<file path="src/rtl/uart_mmio_bridge.sv">
// Memory-mapped CPU front end for uart_unit: four word registers, stalled TX stores,
// RX pops with a settle cycle, sticky error flags and a level interrupt.
module uart_mmio_bridge #(
  parameter int unsigned TX_TIMEOUT = 1024,
  parameter logic [31:0] BASE_ADDR  = 32'h1000_0000
) (
  input  logic        clk,
  input  logic        rst_n,
  input  logic        bus_req,
  input  logic        bus_we,
  input  logic [31:0] bus_addr,
  input  logic [31:0] bus_wdata,
  output logic [31:0] bus_rdata,
  output logic        bus_ack,
  output logic        uart_wr_en,
  output logic [7:0]  uart_wr_data,
  output logic        uart_cpu_read,
  input  logic        uart_tx_ready,
  input  logic        uart_rx_ready,
  input  logic [31:0] uart_rx_data,
  output logic        irq
);

  localparam int CW = $clog2(TX_TIMEOUT) + 1;

  typedef enum logic [1:0] {IDLE, TX_WAIT, RX_HOLD, RESP} state_e;

  state_e        state_q, state_d;
  logic [CW-1:0] cnt_q, cnt_d;
  logic [1:0]    ctrl_q, ctrl_d;
  logic          txdrop_q, txdrop_d;
  logic          rxempty_q, rxempty_d;
  logic [31:0]   rdata_q, rdata_d;
  logic [7:0]    tx_byte_q, tx_byte_d;
  logic          ack_q, ack_d;
  logic [31:0]   bus_rdata_q, bus_rdata_d;
  logic          wr_en_q, wr_en_d;
  logic [7:0]    wr_data_q, wr_data_d;
  logic          cpu_read_q, cpu_read_d;

  logic       addr_hit;
  logic [1:0] reg_sel;
  logic       unused_bits;

  assign addr_hit    = (bus_addr[31:4] == BASE_ADDR[31:4]);
  assign reg_sel     = bus_addr[3:2];
  assign unused_bits = ^{bus_addr[1:0], bus_wdata[31:8], uart_rx_data[31:8]};

  always_ff @(posedge clk or negedge rst_n) begin
    if (!rst_n) begin
      state_q     <= IDLE;
      cnt_q       <= '0;
      ctrl_q      <= '0;
      txdrop_q    <= 1'b0;
      rxempty_q   <= 1'b0;
      rdata_q     <= '0;
      tx_byte_q   <= '0;
      ack_q       <= 1'b0;
      bus_rdata_q <= '0;
      wr_en_q     <= 1'b0;
      wr_data_q   <= '0;
      cpu_read_q  <= 1'b0;
    end else begin
      state_q     <= state_d;
      cnt_q       <= cnt_d;
      ctrl_q      <= ctrl_d;
      txdrop_q    <= txdrop_d;
      rxempty_q   <= rxempty_d;
      rdata_q     <= rdata_d;
      tx_byte_q   <= tx_byte_d;
      ack_q       <= ack_d;
      bus_rdata_q <= bus_rdata_d;
      wr_en_q     <= wr_en_d;
      wr_data_q   <= wr_data_d;
      cpu_read_q  <= cpu_read_d;
    end
  end

  always_comb begin
    state_d     = state_q;
    cnt_d       = cnt_q;
    ctrl_d      = ctrl_q;
    txdrop_d    = txdrop_q;
    rxempty_d   = rxempty_q;
    rdata_d     = rdata_q;
    tx_byte_d   = tx_byte_q;
    ack_d       = 1'b0;
    bus_rdata_d = '0;
    wr_en_d     = 1'b0;
    wr_data_d   = '0;
    cpu_read_d  = 1'b0;

    unique case (state_q)
      IDLE: begin
        // The request is still high in the cycle the ack is visible; don't restart on it.
        if (bus_req && !ack_q) begin
          rdata_d = '0;
          state_d = RESP;
          if (addr_hit) begin
            unique case (reg_sel)
              2'd0: begin
                if (bus_we) begin
                  tx_byte_d = bus_wdata[7:0];
                  if (uart_tx_ready) begin
                    wr_en_d   = 1'b1;
                    wr_data_d = bus_wdata[7:0];
                  end else begin
                    state_d = TX_WAIT;
                    cnt_d   = '0;
                  end
                end
              end
              2'd1: begin
                if (!bus_we) begin
                  if (uart_rx_ready) begin
                    rdata_d    = {24'b0, uart_rx_data[7:0]};
                    cpu_read_d = 1'b1;
                    state_d    = RX_HOLD;
                  end else begin
                    rdata_d   = 32'h8000_0000;
                    rxempty_d = 1'b1;
                  end
                end
              end
              2'd2: begin
                if (bus_we) begin
                  txdrop_d  = txdrop_q & ~bus_wdata[4];
                  rxempty_d = rxempty_q & ~bus_wdata[3];
                end else begin
                  rdata_d = {27'b0, txdrop_q, rxempty_q, (state_q == TX_WAIT),
                             uart_tx_ready, uart_rx_ready};
                end
              end
              default: begin
                if (bus_we) ctrl_d = bus_wdata[1:0];
                else        rdata_d = {30'b0, ctrl_q};
              end
            endcase
          end
        end
      end
      TX_WAIT: begin
        cnt_d = cnt_q + CW'(1);
        // A late tx_ready on the last allowed cycle still gets the byte through.
        if (uart_tx_ready) begin
          wr_en_d   = 1'b1;
          wr_data_d = tx_byte_q;
          state_d   = RESP;
        end else if (cnt_q == CW'(TX_TIMEOUT - 1)) begin
          txdrop_d = 1'b1;
          state_d  = RESP;
        end
      end
      RX_HOLD: state_d = RESP;
      default: begin
        ack_d       = 1'b1;
        bus_rdata_d = rdata_q;
        state_d     = IDLE;
      end
    endcase
  end

  assign bus_ack       = ack_q;
  assign bus_rdata     = bus_rdata_q;
  assign uart_wr_en    = wr_en_q;
  assign uart_wr_data  = wr_data_q;
  assign uart_cpu_read = cpu_read_q;
  assign irq           = (ctrl_q[0] & uart_rx_ready) | (ctrl_q[1] & uart_tx_ready) | txdrop_q;

endmodule

</file>
<file path="config.mk">
export PLATFORM = sky130hd
export DESIGN_NAME = uart_mmio_bridge
export DESIGN_NICKNAME = d
export VERILOG_FILES = /design/src/rtl/uart_mmio_bridge.sv
export SDC_FILE = /design/constraint.sdc
export NUM_CORES = 1
export LEC_CHECK = 0
export BUFFER_PORTS_ARGS = -buffer_cell sky130_fd_sc_hd__buf_2
export CAP_MARGIN = 20
export CORE_MARGIN = 5
export CORE_UTILIZATION = 41
export CTS_BUF_LIST = sky130_fd_sc_hd__clkbuf_8
export CTS_CLUSTER_SIZE = 14
export DETAILED_ROUTE_END_ITERATION = 8
export PLACE_DENSITY = 0.74
export SETUP_SLACK_MARGIN = 0.5
export SYNTH_ARGS = -nofsm -noshare
export SYNTH_HDL_FRONTEND = slang
export SYNTH_SLANG_ARGS = --single-unit
</file>
<file path="constraint.sdc">
create_clock -name clk -period 2.03 [get_ports clk]
set_input_delay 0.203 -clock clk [delete_from_list [all_inputs] [get_ports clk]]
set_output_delay 0.203 -clock clk [all_outputs]
set_load 0.01 [all_outputs]
</file>
==> results of run 1 <==
state kept, by name, summed over array words and instances (netlist names):
name           flops
cnt_q             11
bus_rdata          9
rdata_q            9
tx_byte_q          8
uart_wr_data       8
ctrl_q             2
state_q            2
bus_ack            1
rxempty_q          1
txdrop_q           1
uart_cpu_read      1
uart_wr_en         1
per-stage QoR:
stage	area (um2)	utilization, %	setup TNS (ns)	worst slack (ns)	hold slack, ns
final	3940	58.2	-0.103	-0.0364	0.123
after global routing	3940	58.2	-0.840	-0.132	0.120
after CTS	3520	52.0	0	0.0796	0.116
after detailed placement	3280	48.6	0	0.00549	0.187
after global placement	3280	48.6	0	0.0353	0.186
after floorplan	2970	-	0	0.112	-0.0926
cells by family (layout without fill, tap and decap cells):
kind of cell             count (synthesis)  count (layout)
buffers and inverters                   48             129
flip-flops                              54              54
AO/OA/AOI/OAI                           66              67
adder cells (fa/ha/maj)                  4               4
multiplexers                             4               4
AND/OR/NAND/NOR                        106             106
other                                    1              23
power by group through the flow:
| stage | logic (mW) | clock network [mW] | registers (mW) |
|---|---|---|---|
| CTS | 1.19 | 0.590 | 1.25 |
| finish | 1.60 | 0.579 | 1.25 |
| global route | 1.70 | 0.635 | 1.27 |
| global placement | 0.991 | 0 | 1.27 |
| floorplan | 0.688 | 0 | 1.30 |
| detailed placement | 1.02 | 0 | 1.27 |
synthesized netlist by cell type (2+ instances only):
master    count  area (um2)
nor4_4        3        63.8
mux2_2        4        45.0
o21ai_2       3        26.3
nor2_1        7        26.3
o31ai_1       8        60.1
inv_1        15        56.3
nand4_1       2        12.5
o21a_1        2        15.0
ha_1          4        50.1
a21boi_0      7        52.6
buf_4        23         173
and2_1       13        81.3
buf_6         2        22.5
a21oi_1       6        30.0
dfrtp_1      54        1350
a31oi_1       2        12.5
nand3_1       4        20.0
nor3_1        5        25.0
nor4_2        2        25.0
nor2b_1       3        18.8
clkbuf_1      6        22.5
nand2b_1      4        25.0
nor3b_1       4        30.0
buf_2         2        10.0
o21ai_1      12        60.1
nand2_1      43         161
and4_1        2        17.5
o21ai_0      16        80.1
what timing repair did:
action | CTS | global route
setup buffers | 7 | 14
hold buffers | 1 | 0
hold endpoints to repair | 19 | 0
pin swaps | 10 | 34
gates resized for setup | 32 | 71
endpoints found under the setup margin | 41 | 44
cloned | 2 | 1
placed cells by master (no fill, tap or decap), types with 3 or more instances in the layout:
| master | instances |
|---|---|
| o31ai_1 | 5 |
| nand2_1 | 32 |
| nor4_4 | 4 |
| nand3_1 | 4 |
| o21ai_1 | 6 |
| conb_1 | 23 |
| nor3b_1 | 4 |
| clkbuf_8 | 5 |
| nand2_2 | 3 |
| dfrtp_1 | 54 |
| a21oi_1 | 6 |
| buf_4 | 23 |
| nor3_4 | 3 |
| nand2_4 | 8 |
| nor2_1 | 6 |
| nor3_1 | 3 |
| nand2b_1 | 3 |
| buf_6 | 9 |
| o21ai_2 | 19 |
| inv_1 | 12 |
| buf_2 | 72 |
| o21ai_0 | 5 |
| clkinvlp_4 | 3 |
| and2_1 | 13 |
| a21boi_2 | 8 |
worst register-to-register path, stage by stage, from the launching register on:
cell and delay (ns):
dfrtp_1 0.42, inv_2 0.06, ha_4 0.18, nand2b_4 0.14, a2111o_1 0.49, o31a_4 0.42
o21ai_1 0.17, o31ai_1 0.08
metal layers:
metal	GRT usage, %	up-vias	wire [um]
li1	-	1146	-
met1	18.7	1199	2920
met2	25.5	111	3720
met3	3.94	18	548
met4	4.03	0	180
met5	0	-	0
area by class of cell:
class	instances	area share, %
multi-input cells	204	42.3
clock buffers	5	1.75
well taps	80	2.54
clock inverters	2	0.382
inverters	15	1.53
flip-flops and latches	54	34.3
repair buffers	107	17.1
worst max path at each step:
stage,from,end,slack [ns],depth (start not counted)
after floorplan,state_q[1]$_DFFE_PN0P_,cnt_q[5]$_DFFE_PN0P_,0.11,8
after global placement,state_q[1]$_DFFE_PN0P_,cnt_q[2]$_DFFE_PN0P_,0.04,7
after detailed placement,state_q[1]$_DFFE_PN0P_,cnt_q[2]$_DFFE_PN0P_,0.005,7
after CTS,state_q[1]$_DFFE_PN0P_,cnt_q[7]$_DFFE_PN0P_,0.08,7
after global routing,state_q[0]$_DFFE_PN0P_,cnt_q[8]$_DFFE_PN0P_,-0.13,7
final,state_q[0]$_DFFE_PN0P_,cnt_q[4]$_DFFE_PN0P_,-0.04,7
==> impl_results.md, run 1 <==
- Outcome: finished, violations left
- Failing checks: negative setup slack
- Hold path startpoint: bus_wdata[6]
- Initial antenna violation count: 0
- XOR/XNOR Fraction of Synth Area: 0%
- Mapped Area: 2830 um2
- FF-to-FF setup slack: -0.04 ns
- Final Total Pwr: 3.44 mW
- Worst-Skew Late Latency: 0.31 ns
- Post-Route WL: 7370 um
- Num ports: 146
- Fin crit share: 102%
- Synth Area in Adders: 1.77%
- Yosys warning count: 0
- First-pass GRT wire length: 10500 um
- Vias per std cell: 5.30
- Layout area overhead: 39.2%
- Clock share of power: 16.9%
- # DRC: 0
- RSZ-0062 raised after global routing: yes
- Die Area: 8650 um2
- Num rows: 30
- Synthesis-stage register bit count: 54
- Pin count of the biggest net entering global routing: 22
- Min setup slack post-route: -0.0364 ns
- Reg2Reg Launch Point: state_q[0]$_DFFE_PN0P_
- Max Clock Skew: 0.0130 ns
- Switching power: 1.28 mW
- Fmax: 484 MHz
- Data required, critical path: 2.22 ns
- Hold WC Path Type: in2reg
- Synth cell types: 53
- # port buffers: 72
- Buf/Inv on CP: 1
- Htree depth: 2
- Max-Cap Viols: 0
- Sequential power share: 36.5%
- Gr ovfl total: 0
- Dpl hpwl: 4880 um
- Antenna-violating nets left: 0
- Simple-Gate Fraction of Synth Area: 23.2%
- Longest Clk Path Bufs: 2
- Slowest Stage Delay on Critical Path: 0.49 ns
- Initial Util: 41.8%
- Via count: 2474
- Final Hold Vio Count: 0
- Post-route minimum period: 2.07 ns
- Final cell count without fillers: 467
- Type of destination of the critical path: register
- EDFF count, synth: 0
- Post-synthesis sequential area ratio: 47.8%
- Post-synth ARST share: 100%
- WL/cell: 15.8 um
- Compound-Gate Fraction of Synth Area: 15.4%
- DRT Pass-1 Iters: 4
- Reg-to-Reg End: cnt_q[4]$_DFFE_PN0P_
- CTS tree: built
- Area occupied by registers: 1350 um2
- Internal: 2.16 mW
- Multi-input logic area: 1670 um2
- Hold Path Depth: 3
- Mux cell area share after synthesis: 1.59%
- Leakage: 1.95 nW
- Clock sink total: 54
- Setup CP Type: reg2reg
- Mapped Cells: 283
- Clock-pin slew on the worst setup and hold paths: 0.09 ns
- Vias in the first global route: 2327
- Crit-path cells: inv_2 -> ha_4 -> nand2b_4 -> a2111o_1 -> o31a_4 -> o21ai_1 -> o31ai_1
- Largest family of logic cells by synthesized area: simple AND/OR/NAND/NOR gates
- GR Util All Layers: 14.9%
- CP top delay family: compound AO/OA/AOI/OAI gates
- CP max stage cell: a2111o_1
- Fill cell count: 545
- WHS Endpoint: tx_byte_q[6]$_DFFE_PN0P_
- CP arrival: 2.26 ns
- Sw frac: 37.2%
- Final Slew Violations: 0
- RePlAce Congestion: 0.814
- Final net count: 493
- Num CTS Buffers: 5
- Top FF cell, synth: dfrtp_1
- Pwr Density: 873 nW/um2
- Comb pwr share: 46.7%
- Post-synthesis average cell area: 9.99 um2
- Max Fanout on Critical Path: 6
- Worst R2R Path Depth: 7
- Total placed cells including tap cells: 435
- IR drop worst, VDD: 357 uV
- Final setup violating endpoints: 4
- Core area: 6760 um2
- Die height: 93.0 um
- CP Launch Type: register
- Layout cells sized above 1: 50.1%
- Antenna cells: 0
- DR iter-0 viols: 160
- Die Wd: 93.0 um
- Root Buffer: clkbuf_8
Note: power is estimated with default switching activity, not from simulation.
==> run 2, diff against run 1 <==
--- a/config.mk
+++ b/config.mk
@@ -5,6 +5,7 @@
 export SDC_FILE = /design/constraint.sdc
 export NUM_CORES = 1
 export LEC_CHECK = 0
+export ABC_AREA = 1
 export BUFFER_PORTS_ARGS = -buffer_cell sky130_fd_sc_hd__buf_2
 export CAP_MARGIN = 20
 export CORE_MARGIN = 5
@@ -12,7 +13,7 @@
 export CTS_BUF_LIST = sky130_fd_sc_hd__clkbuf_8
 export CTS_CLUSTER_SIZE = 14
 export DETAILED_ROUTE_END_ITERATION = 8
-export PLACE_DENSITY = 0.74
+export PLACE_DENSITY = 0.73
 export SETUP_SLACK_MARGIN = 0.5
 export SYNTH_ARGS = -nofsm -noshare
 export SYNTH_HDL_FRONTEND = slang
==> impl_results.md, run 2 <==
- First-pass GRT wire length: 11700 um (+12%)
- Num CTS Buffers: 5 (unchanged)
- Top reg by flops: cnt_q
- Post-synthesis average cell area: 7.22 um2 (-28%)
- GR Util All Layers: 14.7% (-0.22 points)
- Number of cells on the critical path: 9 (+2)
- Initial Util: 42.4% (+0.55 points)
- Hold WS: 0.0947 ns (-0.0280 ns)
- # DRC: 0 (unchanged)
- CTS tree: built
- Hold WC Path Type: in2reg
- Final Slew Violations: 0 (unchanged)
- Die Wd: 96.8 um (+4.1%)
- CP max stage cell: dfrtp_2
- Crit path top cell by count: nand2_4
- Post-Route WL: 7680 um (+4.3%)
- Worst R2R Path Depth: 9 (+2)
- Comb pwr share: 42.3% (-4.4 points)
- Total negative setup slack: 0 ns (+0.103 ns)
- Max Clock Skew: 0.0179 ns (+0.00493 ns)
- Num ports: 146 (unchanged)
- EDFF count, synth: 0 (unchanged)
- Final Total Pwr: 3.34 mW (-2.6%)
- Internal: 2.07 mW (-4.3%)
- Slowest Stage Delay on Critical Path: 0.42 ns (-0.07 ns)
- Max-Cap Viols: 0 (unchanged)
- Sequential power share: 35.3% (-1.2 points)
- Layout cells sized above 1: 30.3% (-20 points)
- Yosys warning count: 0 (unchanged)
- Cell taking the most area after synthesis: dfrtp_1
- Vias per std cell: 4.81 (-9.3%)
- IR drop worst, VDD: 593 uV (+66%)
- Post-route minimum period: 1.60 ns (-0.469 ns)
- Synthesis-stage register bit count: 54 (unchanged)
- Top FF cell, synth: dfrtp_1
- Slew @ Worst Pin: 0.560 ns
- DRT Pass-1 Iters: 5 (+1)
- # port buffers: 72 (unchanged)
- Clock-pin slew on the worst setup and hold paths: 0.11 ns (+0.02 ns)
- Final Hold Vio Count: 0 (unchanged)
- Switching power: 1.28 mW (+0.12%)
- Fin crit share: 78.7% (-23 points)
- Vias in the first global route: 2610 (+12%)
- RSZ-0062 raised after global routing: yes
- Post-synthesis sequential area ratio: 43.7% (-4.1 points)
- Synth area leaders: dfrtp_1 (44%), nand2_1 (18%), nand3_1 (7.4%), inv_1 (6.3%), buf_4 (5.6%)
- Pin count of the biggest net entering global routing: 31 (+41%)
- Clock share of power: 22.4% (+5.5 points)
- Most frequent cells in the layout: nand2_1 (135), buf_2 (72), dfrtp_1 (53)
- Htree depth: 2 (unchanged)
- Hold Path Depth: 3 (unchanged)
- Via count: 2980 (+20%)
- Mapped Cells: 428 (+51%)
- RePlAce Congestion: 0.869 (+6.7%)
- Die Area: 9370 um2 (+8.3%)
- Final setup violating endpoints: 0 (-4)
- Initial antenna violation count: 0 (unchanged)
- Crit-path cells: inv_2 -> ha_4 -> buf_4 -> nand2_4 -> nand3_4 -> nor2_4 -> nand2_4 -> nand2_1 -> o21ai_1
- Dpl hpwl: 5170 um (+5.9%)
- Antenna-violating nets left: 0 (unchanged)
- Root Buffer: clkbuf_8
- Die height: 96.8 um (+4.1%)
- Antenna cells: 0 (unchanged)
- Buf/Inv on CP: 2 (+1)
- Setup CP Type: reg2reg
- Synth top cells by count: nand2_1 (148), dfrtp_1 (54), inv_1 (52), nand3_1 (46), nor2_1 (38)
- Mapped Area: 3090 um2 (+9.3%)
- Max FFs per register: 11 (unchanged)
- Core area: 7290 um2 (+7.9%)
- Worst-Skew Late Latency: 0.32 ns (about the same)
- Gr ovfl total: 0 (unchanged)
- Pwr Density: 840 nW/um2 (-3.7%)
- Final net count: 626 (+27%)
- CP Launch Type: register
- Post-synth ARST share: 100% (unchanged)
- Outcome: finished clean
- Final cell count without fillers: 620 (+33%)
- Layout area overhead: 28.8%
- Post-synth top area share: 43.7% (-4.1 points)
- Total placed cells including tap cells: 592 (+36%)
- WL/cell: 12.4 um (-21%)
- CP arrival: 1.80 ns (-0.46 ns)
- Longest Clk Path Bufs: 2 (unchanged)
- Clock sink total: 54 (unchanged)
- Type of destination of the critical path: register
- Leakage: 2.24 nW (+15%)
- Synth cell types: 30 (-43%)
- DR iter-0 viols: 296 (+85%)
- Data required, critical path: 2.23 ns (about the same)
- Fmax: 626 MHz (+29%)
- Max_slew headroom: 62.6%
- Most common cell after layout, fill and taps aside: nand2_1
- Sw frac: 38.2% (+1.0 points)
- CP top delay family: simple AND/OR/NAND/NOR gates
- Count leader, synth: nand2_1
- Max Fanout on Critical Path: 11 (+5)
- Num rows: 31 (+3.3%)
run 2: cell count changes in the layout (fill, tap and decap cells not counted), moves of 10 or more:
cell and change:
o21ai_2 -19, nor2_1 +27, and2_1 -13, nand3_2 +11, buf_4 -10, inv_1 +36, nand2_1 +103, nand3_1 +29
run 2: power groups by stage:
stage	Clock, mW	Sequential [mW]	Combinational [mW]
floorplan	0	1.20	0.648
global placement	0	1.20	0.811
detailed placement	0	1.20	0.824
CTS	0.762	1.17	0.973
global route	0.808	1.19	1.54
finish	0.750	1.18	1.41
run 2: final cells by class:
cell class                      instances  area (um2)
Clock buffer                            5        68.8
Clock inverter                          3        47.5
Fill cell                             686        3310
Inverter                               55         209
Multi-Input combinational cell        314        1630
Sequential cell                        54        1350
Tap cell                               99         124
Timing Repair Buffer                   90         544
run 2: worst reg2reg max path: cells and delay by family (launching register included):
family	cells	cell delay (ns)
AND/OR/NAND/NOR	5	0.62
flip-flops	1	0.42
buffers and inverters	2	0.21
adder cells (fa/ha/maj)	1	0.17
AO/OA/AOI/OAI	1	0.06
run 2: final timing paths:
kind / from / end / slack (ns)
worst max-delay path: state_q[0]$_DFFE_PN0P_ / cnt_q[9]$_DFFE_PN0P_ / 0.43
worst min register to register: rdata_q[3]$_DFFE_PN0P_ / bus_rdata[3]$_DFF_PN0_ / 0.47
worst max register to register: state_q[0]$_DFFE_PN0P_ / cnt_q[9]$_DFFE_PN0P_ / 0.43
worst min-delay path: uart_rx_data[7] / rdata_q[7]$_DFFE_PN0P_ / 0.09
max in group asynchronous: rst_n / cnt_q[10]$_DFFE_PN0P_ / 1.05
min in group asynchronous: rst_n / uart_cpu_read$_DFF_PN0_ / 0.42
run 2: stage by stage:
stage	setup WS [ns]	utilization [%]	instance area, um2
after floorplan	0.527	-	3180
after global placement	0.315	47.6	3470
after detailed placement	0.311	47.6	3470
after CTS	0.484	51.1	3730
after global routing	0.350	54.6	3980
final	0.433	54.6	3980
run 2: cells by family after synthesis:
group | Yosys count | share of synthesized area (%)
xor gates and xnor gates | 3 | 0.850
buffers and inverters | 87 | 14.0
AOI/OAI and AO/OA | 26 | 4.45
adders and majority gates | 4 | 1.62
other | 1 | 0.121
and+or+nand+nor | 253 | 35.3
DFF | 54 | 43.7
run 2: metal layers:
| layer | global-route usage, % | up-vias | part of all wire, % |
|---|---|---|---|
| li1 | - | 1465 | - |
| met1 | 19.4 | 1378 | 41 |
| met2 | 24.2 | 123 | 50 |
| met3 | 2.88 | 14 | 7.1 |
| met4 | 5.08 | 0 | 1.8 |
| met5 | 0 | - | 0 |
run 2: repair_timing:
item / 4_1_cts / 5_1_grt
hold endpoints to repair: 24 / 0
resized for setup: 15 / 47
pin swaps: 10 / 10
gates cloned: 3 / 3
setup endpoints to repair: 41 / 41
setup buffers: 7 / 6
hold buffers: 1 / 0
==> run 3, diff against run 2 <==
==> constraint.sdc (replaced) <==
create_clock -name clk -period 1.35 [get_ports clk]
set_input_delay 0.135 -clock clk [delete_from_list [all_inputs] [get_ports clk]]
set_output_delay 0.135 -clock clk [all_outputs]
set_load 0.01 [all_outputs]
==> impl_results.md, run 3 (same netlist as run 2, synthesis figures left out) <==
- Antenna cells: 0 (unchanged)
- Layout area overhead: 27.9%
- Initial Util: 42.4% (unchanged)
- CTS tree: built
- Max-Cap Viols: 0 (unchanged)
- Top reg by flops: cnt_q
- Htree depth: 2 (unchanged)
- Switching power: 1.82 mW (+42%)
- Clock share of power: 19.7% (-2.7 points)
- Failing checks: negative setup slack
- Final setup violating endpoints: 47 (+47)
- Type of destination of the critical path: register
- Vias per std cell: 4.72 (-1.8%)
- Pin count of the biggest net entering global routing: 55 (+77%)
- Met3 Use GR: 2.45% (-0.43 points)
- Post-Route WL: 7840 um (+2.0%)
- Pwr Density: 1180 nW/um2 (+41%)
- Most common cell after layout, fill and taps aside: nand2_1
- GR Util All Layers: 16.3% (+1.5 points)
- DRT Pass-1 Iters: 4 (-1)
- DR iter-0 viols: 134 (-55%)
- Die Area: 9370 um2 (unchanged)
- # port buffers: 72 (unchanged)
- Num CTS Buffers: 5 (unchanged)
- Layout cells sized above 1: 27.9% (-2.5 points)
- Critical path origin: state_q[1]$_DFFE_PN0P_
- Final Hold Vio Count: 0 (unchanged)
- Setup CP Type: reg2reg
- Max Clock Skew: 0.0105 ns (-0.00743 ns)
- Reg-to-Reg End: uart_wr_data[1]$_DFF_PN0_
- Die Wd: 96.8 um (unchanged)
- FF-to-FF setup slack: -0.16 ns (-0.60 ns)
- Initial antenna violation count: 0 (unchanged)
- Min setup slack post-route: -0.163 ns (-0.596 ns)
- First-pass GRT wire length: 13000 um (+11%)
- Root Buffer: clkbuf_8
- GRT met2 Usage: 29.5% (+5.4 points)
- Internal: 2.86 mW (+39%)
- GR peak layer: met2
- Dpl hpwl: 5770 um (+12%)
- Antenna-violating nets left: 0 (unchanged)
- # DRC: 0 (unchanged)
- Sw frac: 38.8% (+0.61 points)
- Worst Setup EP: uart_wr_data[1]$_DFF_PN0_
- CP arrival: 1.77 ns (-0.03 ns)
- Leakage: 2.28 nW (+1.8%)
- Outcome: finished, violations left
- Fmax: 661 MHz (+5.5%)
- Clock sink total: 54 (unchanged)
- Clock-pin slew on the worst setup and hold paths: 0.10 ns (about the same)
- Routing usage on met1: 19.5% (+0.18 points)
- Max Fanout on Critical Path: 10 (-1)
- WL/cell: 12.4 um (-0.26%)
- Longest Clk Path Bufs: 2 (unchanged)
- Core area: 7290 um2 (unchanged)
- Vias in the first global route: 2953 (+13%)
- Data required, critical path: 1.61 ns (-0.62 ns)
- Final Total Pwr: 4.68 mW (+40%)
- Cell area after placement: 3700 um2 (+6.6%)
- Sequential power share: 38.1% (+2.8 points)
- RSZ-0062 raised after global routing: yes
- IR drop worst, VDD: 609 uV (+2.6%)
- Final non-filler cell area: 3950 um2 (-0.66%)
- Total negative setup slack: -4.78 ns (-4.78 ns)
- Fin crit share: 112% (+33 points)
- Die height: 96.8 um (unchanged)
- RePlAce Congestion: 0.862 (-0.77%)
- Most frequent cells in the layout: nand2_1 (144), buf_2 (71), dfrtp_1 (53)
- Post-route minimum period: 1.51 ns (-0.0836 ns)
- Reg2Reg Launch Point: state_q[1]$_DFFE_PN0P_
- Via count: 2992 (+0.40%)
- Final net count: 640 (+2.2%)
- CP Launch Type: register
- Gr ovfl total: 0 (unchanged)
- Worst R2R Path Depth: 8 (-1)
- Max FFs per register: 11 (unchanged)
- Worst-Skew Late Latency: 0.32 ns (about the same)
- Pre-CTS WS: -0.252 ns (-0.563 ns)
- Hold WC Path Type: in2reg
- Final Slew Violations: 0 (unchanged)
- Num rows: 31 (unchanged)
- Comb pwr share: 42.2% (about the same)
- Num ports: 146 (unchanged)
-- run 3: changes by cell type in the layout (fill, tap and decap cells not counted), sizes merged --
cell and delta:
inv +1, nor2 -1, clkinv -1, clkinvlp +1, bufinv -1, buf +17
nand2 -1, clkbuf -1
-- run 3: power groups by stage --
stage / registers [mW] / logic [mW] / clock network, mW
2_1_floorplan: 1.81 / 1.09 / 0
3_3_place_gp: 1.79 / 1.58 / 0
3_5_place_dp: 1.80 / 1.62 / 0
4_1_cts: 1.78 / 1.87 / 0.943
5_1_grt: 1.79 / 2.17 / 0.998
6_report: 1.78 / 1.98 / 0.921
-- run 3: worst max-delay path: stages (launching register included) --
cell     delay, ns
dfrtp_1       0.41
inv_2         0.11
ha_4          0.18
inv_4         0.06
nor2_4        0.14
nand3_4       0.16
nor2_8        0.20
nand3_1       0.10
nand2_1       0.10
-- run 3: per-stage QoR --
| step | std cells | util, % | hold WS, ns |
|---|---|---|---|
| after floorplan | 450 | - | -0.161 |
| after global placement | 618 | 50.7 | 0.153 |
| after detailed placement | 618 | 50.7 | 0.152 |
| after CTS | 632 | 53.4 | 0.0157 |
| after global routing | 634 | 54.2 | 0.0251 |
| final | 634 | 54.2 | 0.0204 |
-- run 3: final cells by class --
type                    instances  area, um2
multi-input cells             312       1530
repair buffers                106        652
clock inverters                 3       20.0
inverters                      55        211
flip-flops and latches         54       1350
well taps                      99        124
fillers                       728       3340
clock buffers                   5       68.8
-- run 3: how the worst min path moves through the flow --
stage,from,depth (start not counted),endpoint
after global routing,uart_rx_data[6],3,rdata_q[6]$_DFFE_PN0P_
after floorplan,rst_n,0,bus_ack$_DFF_PN0_
after detailed placement,rst_n,2,bus_rdata[0]$_DFF_PN0_
final,uart_rx_data[7],3,rdata_q[7]$_DFFE_PN0P_
after global placement,rst_n,2,bus_rdata[1]$_DFF_PN0_
after CTS,uart_rx_data[7],3,rdata_q[7]$_DFFE_PN0P_
-- run 3: what timing repair did --
| action | 4_1_cts | 5_1_grt |
|---|---|---|
| buffers inserted | 3 | 1 |
| gates cloned | 2 | 1 |
| resized for setup | 15 | 11 |
| endpoints found under the setup margin | 75 | 75 |
| endpoints found under the hold margin | 54 | 0 |
| pin swaps | 5 | 3 |
| hold buffers | 1 | 0 |
-- run 3: metal layers --
layer | part of all wire, % | routed length [um]
met5 | 0 | 0
met4 | 2.4 | 189
met3 | 5.5 | 430
met2 | 51 | 4030
met1 | 41 | 3190
